### src/rtl/orion_pkg.sv
// Shared constants, FSM state encoding and LFSR step function for the digit
// sequence store and its consumers.
package orion_pkg;

  localparam int                 DIGIT_W   = 4;
  localparam int                 ADDR_W    = 5;
  localparam int                 SEQ_LEN   = 2 ** ADDR_W;
  localparam logic [DIGIT_W-1:0] MAX_DIGIT = DIGIT_W'(9);
  localparam logic [ADDR_W-1:0]  LAST_ADDR = ADDR_W'(SEQ_LEN - 1);
  localparam logic [15:0]        LFSR_SEED = 16'hACE1;
  localparam logic [15:0]        LFSR_TAPS = 16'hB400;

  typedef enum logic [1:0] {
    IDLE = 2'd0,
    FILL = 2'd1,
    DONE = 2'd2
  } state_t;

  // Galois form: shift right, fold the taps in when the bit shifted out is 1.
  function automatic logic [15:0] lfsr_step(input logic [15:0] v);
    return v[0] ? ((v >> 1) ^ LFSR_TAPS) : (v >> 1);
  endfunction

  function automatic logic [DIGIT_W-1:0] digit_of(input logic [15:0] v);
    return v[DIGIT_W-1:0];
  endfunction

endpackage

### src/rtl/orion_lfsr16.sv
// Free-running 16-bit Galois LFSR; advances every cycle out of reset.
// A zero seed would lock the register, so it is replaced by 1.
module orion_lfsr16
  import orion_pkg::*;
#(
  parameter logic [15:0] SEED = LFSR_SEED
) (
  input  logic        clk,
  input  logic        rst,
  output logic [15:0] q
);

  localparam logic [15:0] SEED_EFF = (SEED == 16'h0000) ? 16'h0001 : SEED;

  logic [15:0] lfsr_q;
  logic [15:0] lfsr_d;

  always_comb lfsr_d = lfsr_step(lfsr_q);

  always_ff @(posedge clk) begin
    if (!rst) begin
      lfsr_q <= SEED_EFF;
    end else begin
      lfsr_q <= lfsr_d;
    end
  end

  assign q = lfsr_q;

endmodule

### src/rtl/digit_sequence_store.sv
// Fills SEQ_LEN random digits (0..MAX_DIGIT) on go_gen and holds them for
// playback through a registered, 1-cycle-latency read port.
module digit_sequence_store
  import orion_pkg::*;
#(
  parameter logic [15:0] SEED = LFSR_SEED
) (
  input  logic               clk,
  input  logic               rst,
  input  logic               go_gen,
  output logic               fin_gen,
  output logic               seq_valid,
  output logic               busy,
  input  logic [ADDR_W-1:0]  seq_addr,
  output logic [DIGIT_W-1:0] ram_output
);

  state_t             state_q, state_d;
  logic [ADDR_W-1:0]  wr_ptr_q, wr_ptr_d;
  logic               fin_q, fin_d;
  logic [15:0]        lfsr;
  logic [DIGIT_W-1:0] cand;
  logic               accept;
  logic               wr_en;
  logic [DIGIT_W-1:0] mem [SEQ_LEN];
  logic [DIGIT_W-1:0] rd_q;

  orion_lfsr16 #(.SEED(SEED)) u_lfsr (
    .clk (clk),
    .rst (rst),
    .q   (lfsr)
  );

  // Out-of-range nibbles are skipped rather than folded, keeping digits unbiased.
  assign cand   = digit_of(lfsr);
  assign accept = (cand <= MAX_DIGIT);
  assign wr_en  = rst && (state_q == FILL) && accept;

  always_comb begin
    state_d  = state_q;
    wr_ptr_d = wr_ptr_q;
    fin_d    = 1'b0;
    case (state_q)
      IDLE: begin
        if (go_gen) begin
          state_d  = FILL;
          wr_ptr_d = '0;
        end
      end
      FILL: begin
        if (accept) begin
          if (wr_ptr_q == LAST_ADDR) begin
            state_d = DONE;
            fin_d   = 1'b1;
          end else begin
            wr_ptr_d = wr_ptr_q + 1'b1;
          end
        end
      end
      DONE: begin
        if (go_gen) begin
          state_d  = FILL;
          wr_ptr_d = '0;
        end
      end
      default: state_d = IDLE;
    endcase
  end

  always_ff @(posedge clk) begin
    if (!rst) begin
      state_q  <= IDLE;
      wr_ptr_q <= '0;
      fin_q    <= 1'b0;
    end else begin
      state_q  <= state_d;
      wr_ptr_q <= wr_ptr_d;
      fin_q    <= fin_d;
    end
  end

  // Contents survive reset; consumers gate on seq_valid.
  always_ff @(posedge clk) begin
    if (wr_en) begin
      mem[wr_ptr_q] <= cand;
    end
  end

  always_ff @(posedge clk) begin
    if (!rst) begin
      rd_q <= '0;
    end else begin
      rd_q <= mem[seq_addr];
    end
  end

  assign ram_output = rd_q;
  assign fin_gen    = fin_q;
  assign seq_valid  = (state_q == DONE);
  assign busy       = (state_q == FILL);

endmodule
### config.mk
export PLATFORM = sky130hd
export DESIGN_NAME = digit_sequence_store
export DESIGN_NICKNAME = d
export VERILOG_FILES = /design/src/rtl/orion_pkg.sv /design/src/rtl/orion_lfsr16.sv /design/src/rtl/digit_sequence_store.sv
export SDC_FILE = /design/constraint.sdc
export NUM_CORES = 1
export LEC_CHECK = 0
export ABC_CLOCK_PERIOD_IN_PS = 4300
export CORE_ASPECT_RATIO = 0.6
export CORE_MARGIN = 2
export CORE_UTILIZATION = 35
export CTS_CLUSTER_DIAMETER = 60
export CTS_CLUSTER_SIZE = 30
export DETAILED_ROUTE_END_ITERATION = 16
export SKIP_LAST_GASP = 1
export SYNTH_ARGS = -nofsm -noshare
export SYNTH_HDL_FRONTEND = slang
export SYNTH_SLANG_ARGS = --single-unit
### constraint.sdc
create_clock -name clk -period 4.3 [get_ports clk]
set_input_delay 0.645 -clock clk [delete_from_list [all_inputs] [get_ports clk]]
set_output_delay 0.645 -clock clk [all_outputs]
set_load 0.02 [all_outputs]
==> results of run 1 <==
## registers in the layout (all words and copies together), names as in the netlist
name        flops
state_q         2
mem           128
fin_gen         1
u_lfsr.q       16
ram_output      4
wr_ptr_q        5
## final cells by class
cell class                      instances  share of cell area
Clock inverter                         15              0.0199
Timing Repair Buffer                   20              0.0255
Sequential cell                       156               0.624
Tap cell                              234              0.0415
Inverter                                6             0.00319
Clock buffer                           17              0.0603
Multi-Input combinational cell        168               0.226
## per-stage QoR
step / std cells / util / hold slack (ps)
floorplan: 344 / - / 386
global placement: 584 / 0.379 / 388
detailed placement: 584 / 0.379 / 391
CTS: 616 / 0.412 / 406
global route: 616 / 0.412 / 421
finish: 616 / 0.412 / 400
## cells in the final DEF, fill, tap and decap left out, drive strengths merged, types with 7 or more instances in the layout
master	netlist	routed
and2	9	9
buf	9	7
clkbuf	5	17
clkdlybuf4s50	0	13
clkinv	0	7
dfxtp	28	28
edfxtp	128	128
inv	6	9
mux2	9	9
mux4	32	32
nand2	15	15
nand2b	9	9
nor2	37	37
## report_power, final
group | switching (uW) | leakage [uW] | internal [uW]
clock network | 617 | 0.000266 | 803
registers | 17.0 | 0.00139 | 1650
logic | 78.6 | 0.000601 | 66.8
## worst min-delay path by stage
stage | startpoint | to | slack, ps
2_1_floorplan | u_lfsr.q[12]$_SDFF_PN0_ | u_lfsr.q[11]$_SDFF_PN1_ | 390
3_3_place_gp | u_lfsr.q[8]$_SDFF_PN0_ | u_lfsr.q[7]$_SDFF_PN1_ | 390
3_5_place_dp | u_lfsr.q[8]$_SDFF_PN0_ | u_lfsr.q[7]$_SDFF_PN1_ | 390
4_1_cts | u_lfsr.q[8]$_SDFF_PN0_ | u_lfsr.q[7]$_SDFF_PN1_ | 410
5_1_grt | u_lfsr.q[8]$_SDFF_PN0_ | u_lfsr.q[7]$_SDFF_PN1_ | 420
6_report | u_lfsr.q[7]$_SDFF_PN1_ | u_lfsr.q[6]$_SDFF_PN1_ | 400
## per-layer routing
metal | routed length (um) | track usage | vias to the layer above | part of all wire
met5 | 0 | 0 | - | 0
met4 | 85 | 0.0393 | 0 | 0.0070
met3 | 781 | 0.0411 | 8 | 0.064
met2 | 5020 | 0.186 | 100 | 0.41
met1 | 6240 | 0.221 | 1610 | 0.51
li1 | - | - | 1396 | -
## cell families (layout without fill, tap and decap cells)
kind of cell | count (synthesis) | count (layout) | synth area share
simple gates | 94 | 94 | 0.0751
buf+inv | 20 | 58 | 0.0192
compound gates | 23 | 23 | 0.0276
mux | 42 | 42 | 0.142
fa+ha+maj | 5 | 5 | 0.0102
flops | 156 | 156 | 0.720
xor+xnor | 4 | 4 | 0.00573
## worst max-delay path, stage by stage (launching register included)
cell	delay [ps]
dfxtp_1	700
o21a_1	460
nor3b_1	530
nand2_1	410
nor2_1	530
==> run metrics, run 1 <==
Seq cells post-synth 156; post-synthesis instance area 6110 um2; ys async rst share 0; most common cell in the netlist edfxtp_1; core area 17100 um2; clock latency on the worst-skew pair 420 ps; number of global-route vias before repair 3146; Final Skew 11.8 ps; overflow left after global routing 0; Crit Reg-Reg Startpoint u_lfsr.q[2]$_SDFF_PN0_; Yosys top cell area share 0.629; outcome completed; number of flops mapped to enable cells by yosys 128; post-route ant nets 0; # Max-Cap Violations 0; Die H 106 um; DR WL/cell 19.7 um; CTS Sinks 156; Hold Buf Count CTS 0; r2r setup slk 1290 ps; fraction of the yosys area taken by sequential cells 0.720; setup total negative slack 0 ps; Post-CTS Setup Inserts 0; Worst Setup End Kind flip-flop; final worst slack 1290 ps; Req. time, crit path 4350 ps; Clock transition at path regs 60 ps; Placer Congestion 0.830; Power Density 458 nW/um2; CP Max Fanout 34; area delta synth->final 15.4%; RSZ-0062 raised after global routing false; clock buffer depth 2; count of cell types in the netlist 42; initial antenna violation count 0; Worst slew margin 0.157; Max Slew Vio Count 0; CTS tree built; synth top area cells edfxtp_1, dfxtp_1, mux4_2; Post-synth top cells edfxtp_1, nor2_1, dfxtp_1; largest area contributor in the netlist edfxtp_1; Place WS 1300 ps; synth warn 0; Cell Rows 37; Pleak 0.00226 uW; Cells after Synth 344; fin crit share 0.700; VDD IR max 0.220 mV; fillcell total 1546; Final #Nets 382; CP Launch Point u_lfsr.q[2]$_SDFF_PN0_; final hold vios 0; # IOs 15; full die area 18600 um2; post-route minimum period 3010 ps; DRC 0; CTS H-tree depth 4; depth of the most critical reg-to-reg path 4; Die W 175 um; CP arrival 3060 ps; worst setup path category reg -> reg; multi-input logic area 1590 um2; syn nets 357; post-DP HPWL 7940 um; IO buf count 14; crit start category flip-flop; Placed Area 6490 um2; Final Instance Area 7060 um2; worst hold path depth 1; first-pass GRT wire length 19000 um; WL final 12100 um; Syn Area/Cell 17.8 um2; f_max 0.332 GHz; Ant. Diodes 0; GRT Util Overall 0.141; Initial Util 0.357; Resize count post-CTS 0; Via-to-Cell Ratio 5.06; Hold WC Path Type reg -> reg; CTS Root Cell clkbuf_16; CP endpoint mem[0][0]$_DFFE_PP_; DR iter-0 viols 230; worst r2r dst mem[0][0]$_DFFE_PP_; via count 3114; Worst Max-Slew Pin Slew 1260 ps; total power 3230 uW; top_reg_cell synth edfxtp_1; share of post-route cells with drive strength above 1 0.194; DRT Pass-1 Iters 4; setup violators final 0; register area 4400 um2; CTS Buf Count 17; largest net degree at the start of global routing 37
Power figures use the tool's default switching activity.
==> run 2: changes to the inputs <==
ABC_CLOCK_PERIOD_IN_PS = 2800   (was 4300)
clock period = 2.8 ns   (was 4.3 ns; I/O delays follow)
==> run metrics, run 2 (same netlist as run 1, synthesis figures left out) <==
Final #Nets 385 (was 382); CTS Root Cell clkbuf_16 (unchanged); Ant. Diodes 0 (unchanged); Crit path largest cell delay 520 ps (was 700 ps); CTS H-tree depth 4 (unchanged); largest net degree at the start of global routing 34 (was 37); Die H 106 um (unchanged); post-DP HPWL 7820 um (was 7940 um); Max Slew Vio Count 0 (unchanged); fin crit share 0.833 (was 0.700); Hold Buf Count CTS 0 (unchanged); Largest register FFs 128 (unchanged); CP arrival 2400 ps (was 3060 ps); # IOs 15 (unchanged); Crit Reg-Reg Startpoint state_q[0]$_SDFFE_PN0P_ (was u_lfsr.q[2]$_SDFF_PN0_); commonest non-fill, non-tap cell in the layout edfxtp_1 (unchanged); GRT Util Overall 0.138 (was 0.141); Most flops, register mem (unchanged); Post-CTS Setup Inserts 0 (unchanged); share of post-route cells with drive strength above 1 0.200 (was 0.194); Initial Util 0.357 (unchanged); Placed Area 6540 um2 (was 6490 um2); area delta synth->final 16.4% (was 15.4%); worst setup path category reg -> reg (unchanged); post-route minimum period 2330 ps (was 3010 ps); full die area 18600 um2 (unchanged); initial antenna violation count 0 (unchanged); commonest non-fill, non-tap cells in the layout edfxtp_1, nor2_1, dfxtp_1 (unchanged); Placer Congestion 0.767 (was 0.830); final core utilization 0.415 (was 0.412); slowest CP cell nor3b_1 (was dfxtp_1); DRT Pass-1 Iters 4 (unchanged); number of global-route vias before repair 2963 (was 3146); Hold WC Path Type reg -> reg (unchanged); RSZ-0062 raised after global routing false (unchanged); Cell Rows 37 (unchanged); via count 3117 (was 3114); f_max 0.429 GHz (was 0.332 GHz); worst hold start u_lfsr.q[6]$_SDFF_PN1_ (was u_lfsr.q[7]$_SDFF_PN1_); core area 17100 um2 (unchanged); CP Launch Point state_q[0]$_SDFFE_PN0P_ (was u_lfsr.q[2]$_SDFF_PN0_); overflow left after global routing 0 (unchanged); Resize count post-CTS 0 (unchanged); clock latency on the worst-skew pair 420 ps (about the same); Worst slew margin 0.404 (was 0.157); DRC 0 (unchanged); Worst Max-Slew Pin Slew 893 ps (was 1260 ps); VDD IR max 0.379 mV (was 0.220 mV); CTS tree built (unchanged); hold slack 417 ps (was 400 ps); final hold vios 0 (unchanged); DR iter-0 viols 310 (was 230); setup total negative slack 0 ps (unchanged); Final Skew 7.56 ps (was 11.8 ps); Req. time, crit path 2870 ps (was 4350 ps); crit start category flip-flop (unchanged); CTS Sinks 156 (unchanged); clock buffer depth 2 (unchanged); Worst Setup End Kind flip-flop (unchanged); WL final 11900 um (was 12100 um); setup violators final 0 (unchanged); CP Max Fanout 8 (was 34); post-route ant nets 0 (unchanged); Final Instance Area 7120 um2 (was 7060 um2); Pleak 0.00229 uW (was 0.00226 uW); CTS Buf Count 17 (unchanged); outcome completed (unchanged); IO buf count 14 (unchanged); DR WL/cell 19.2 um (was 19.7 um); first-pass GRT wire length 18500 um (was 19000 um); Die W 175 um (unchanged); Power Density 699 nW/um2 (was 458 nW/um2); Clock transition at path regs 70 ps (was 60 ps); # Max-Cap Violations 0 (unchanged); worst-path cell chain nand2b_1 -> nor3b_1 -> nand2_1 -> nor2_1 (was o21a_1 -> nor3b_1 -> nand2_1 -> nor2_1); Via-to-Cell Ratio 5.04 (was 5.06)
-- run 2: changes by cell type in the layout (fill, tap and decap cells not counted) --
cell	previous run	this run
buf_12	0	2
buf_4	6	7
bufinv_16	1	0
clkinv_2	2	0
clkinv_4	5	2
clkinv_8	0	2
clkinvlp_4	4	3
inv_6	3	4
inv_8	0	4
-- run 2: metrics by stage --
stage                     power, uW  instances  worst slack (ps)
after CTS                      5010        619               420
final                          4970        619               468
after global routing           5140        619               121
after floorplan                2750        344               828
after detailed placement       2840        587               105
after global placement         2840        587              55.4
-- run 2: power by group --
part	switching [uW]	total (uW)	leakage, uW	internal (uW)
Clock	1000	2190	0.000274	1180
Combinational	130	239	0.000626	109
Sequential	17.1	2550	0.00139	2530
Total	1150	4970	0.00229	3820
-- run 2: final timing paths --
kind                       endpoint  slack, ps  cells past startpoint
min reg2reg  u_lfsr.q[5]$_SDFF_PN1_        420                      1
max reg2reg    mem[29][3]$_DFFE_PP_        470                      4
max            mem[29][3]$_DFFE_PP_        470                      4
min          u_lfsr.q[5]$_SDFF_PN1_        420                      1
-- run 2: cell type report --
type | instances | area (um2)
Clock buffer | 17 | 425
Clock inverter | 15 | 153
Multi-Input combinational cell | 168 | 1590
Timing Repair Buffer | 23 | 228
Inverter | 6 | 22.5
Tap cell | 234 | 293
Sequential cell | 156 | 4400
Fill cell | 1522 | 10000
-- run 2: worst max-delay path, delay by kind of cell (launching register included) --
| family | cells | cell delay (ps) |
|---|---|---|
| simple gates | 4 | 1580 |
| flops | 1 | 410 |
-- run 2: routing by layer --
layer  GRT usage  part of all wire  up-vias
met5           0                 0        -
met4      0.0375            0.0094        0
met2       0.177              0.40      112
li1            -                 -     1407
met1       0.224              0.51     1584
met3      0.0365             0.074       14
==> run 3: changes to the inputs <==
ABC_CLOCK_PERIOD_IN_PS = 2050   (was 2800)
clock period = 2.05 ns   (was 2.8 ns; I/O delays follow)
==> run metrics, run 3 (same netlist as run 1, synthesis figures left out) <==
Worst Hold End u_lfsr.q[11]$_SDFF_PN1_ (was u_lfsr.q[5]$_SDFF_PN1_); Pleak 0.00257 uW (was 0.00229 uW); worst-path cell chain ha_1 -> and3_1 -> ha_1 -> o31a_1 -> or3_1 -> a21oi_1 (was nand2b_1 -> nor3b_1 -> nand2_1 -> nor2_1); WL final 12600 um (was 11900 um); Cell Rows 37 (unchanged); # IOs 15 (unchanged); CTS Root Cell clkbuf_16 (unchanged); hold slack 414 ps (was 417 ps); Worst Max-Slew Pin Slew 491 ps (was 893 ps); Initial Util 0.357 (unchanged); Power Density 895 nW/um2 (was 699 nW/um2); Crit Reg-Reg Startpoint wr_ptr_q[0]$_SDFFE_PN0P_ (was state_q[0]$_SDFFE_PN0P_); full die area 18600 um2 (unchanged); Die H 106 um (unchanged); setup violators final 0 (unchanged); Via-to-Cell Ratio 4.91 (was 5.04); Largest register FFs 128 (unchanged); worst hold path depth 1 (unchanged); M1 wire length 6630 um (was 6100 um); CP Max Fanout 5 (was 8); CTS tree built (unchanged); r2r setup slk 70 ps (was 470 ps); f_max 0.505 GHz (was 0.429 GHz); worst r2r dst wr_ptr_q[3]$_SDFFE_PN0P_ (was mem[29][3]$_DFFE_PP_); GRT Util Overall 0.146 (was 0.138); share of post-route cells with drive strength above 1 0.294 (was 0.200); CTS Buf Count 17 (unchanged); first-pass GRT wire length 19600 um (was 18500 um); crit start category flip-flop (unchanged); Placed Area 6940 um2 (was 6540 um2); post-route minimum period 1980 ps (was 2330 ps); critical path's top delay family simple AND/OR/NAND/NOR gates (unchanged); depth of the most critical reg-to-reg path 6 (was 4); Placer Congestion 0.849 (was 0.767); CP arrival 2330 ps (was 2400 ps); Place WS -154 ps (was 105 ps); area delta synth->final 22.5% (was 16.4%); core area 17100 um2 (unchanged); CP most frequent cell ha_1; outcome completed (unchanged); clock latency on the worst-skew pair 420 ps (about the same); Worst slew margin 0.673 (was 0.404); VDD IR max 0.527 mV (was 0.379 mV); Hold Buf Count CTS 0 (unchanged); post-DP HPWL 8530 um (was 7820 um); Most flops, register mem (unchanged); Post-CTS Setup Inserts 0 (unchanged); clock buffer depth 2 (unchanged); initial antenna violation count 0 (unchanged); DRT Pass-1 Iters 6 (was 4); routed length on met2 5200 um (was 4800 um); IO buf count 14 (unchanged); commonest non-fill, non-tap cells in the layout edfxtp_1, buf_4, nor2_1 (was edfxtp_1, nor2_1, dfxtp_1); overflow left after global routing 0 (unchanged); post-route ant nets 0 (unchanged); setup total negative slack 0 ps (unchanged); final worst slack 69.8 ps (was 468 ps); Hold WC Path Type reg -> reg (unchanged); largest net degree at the start of global routing 34 (unchanged); DRC 0 (unchanged); via count 3284 (was 3117); CTS H-tree depth 4 (unchanged); Die W 175 um (unchanged); CTS Sinks 156 (unchanged); final hold vios 0 (unchanged); Worst Setup End Kind flip-flop (unchanged); # Max-Cap Violations 0 (unchanged); RSZ-0062 raised after global routing true (was false); Top Metal Used met4 (unchanged); fin crit share 0.966 (was 0.833); worst path bufs/invs 0 (unchanged); slowest CP cell o31a_1 (was nor3b_1); Final #Nets 435 (was 385); Ant. Diodes 0 (unchanged); Final Skew 10.4 ps (was 7.56 ps); commonest non-fill, non-tap cell in the layout edfxtp_1 (unchanged); DR iter-0 viols 360 (was 310); routed wl met3 702 um (was 884 um); Req. time, crit path 2400 ps (was 2870 ps); worst hold start u_lfsr.q[12]$_SDFF_PN0_ (was u_lfsr.q[6]$_SDFF_PN1_); final core utilization 0.437 (was 0.415); Max Slew Vio Count 0 (unchanged); Clock transition at path regs 60 ps (was 70 ps); Crit path largest cell delay 370 ps (was 520 ps); Final Instance Area 7490 um2 (was 7120 um2); number of global-route vias before repair 3227 (was 2963); worst setup path category reg -> reg (unchanged); DR WL/cell 18.9 um (was 19.2 um)
==> run 3: how the worst max path moves through the flow <==
stage / from / to / slack [ps] / depth (start not counted)
floorplan: u_lfsr.q[1]$_SDFF_PN0_ / mem[10][0]$_DFFE_PP_ / 80 / 4
detailed placement: seq_addr[0] / ram_output[2]$_SDFF_PN0_ / -150 / 6
finish: wr_ptr_q[0]$_SDFFE_PN0P_ / wr_ptr_q[3]$_SDFFE_PN0P_ / 70 / 6
CTS: state_q[0]$_SDFFE_PN0P_ / busy / 40 / 3
global route: wr_ptr_q[0]$_SDFFE_PN0P_ / wr_ptr_q[3]$_SDFFE_PN0P_ / -8 / 6
global placement: seq_addr[0] / ram_output[0]$_SDFF_PN0_ / -130 / 6
==> run 3: where the power goes <==
group / switching, uW / total, uW / internal, uW
Combinational: 193 / 367 / 175
Clock: 1290 / 2860 / 1560
Sequential: 19.9 / 3480 / 3460
Total: 1510 / 6700 / 5190
==> run 3: metrics by stage <==
step / std cells / total power [uW]
after floorplan: 344 / 3760
after global routing: 669 / 6920
after global placement: 637 / 3910
final: 669 / 6700
after detailed placement: 637 / 3910
after CTS: 669 / 6760
==> run 3: layout make-up <==
cell class	count	area [um2]
flip-flops and latches	156	4400
clock buffers	17	425
fillers	1504	9640
repair buffers	73	631
clock inverters	15	115
multi-input cells	168	1600
well taps	234	293
inverters	6	22.5
==> run 3: per-layer routing <==
metal,GRT usage,vias to the layer above
met5,0,-
met4,0.0482,0
met3,0.0322,10
met2,0.196,104
met1,0.231,1668
li1,-,1502
==> run 3: worst reg2reg max path: stages, from the launching register on <==
cell and delay (ps):
dfxtp_1 340, ha_1 250, and3_1 200, ha_1 240, o31a_1 370, or3_1 370, a21oi_1 140
==> run 3: repair_timing <==
item,in CTS,in global routing
endpoints found under the setup margin,0,27
hold endpoints to repair,0,0
resized for setup,0,3
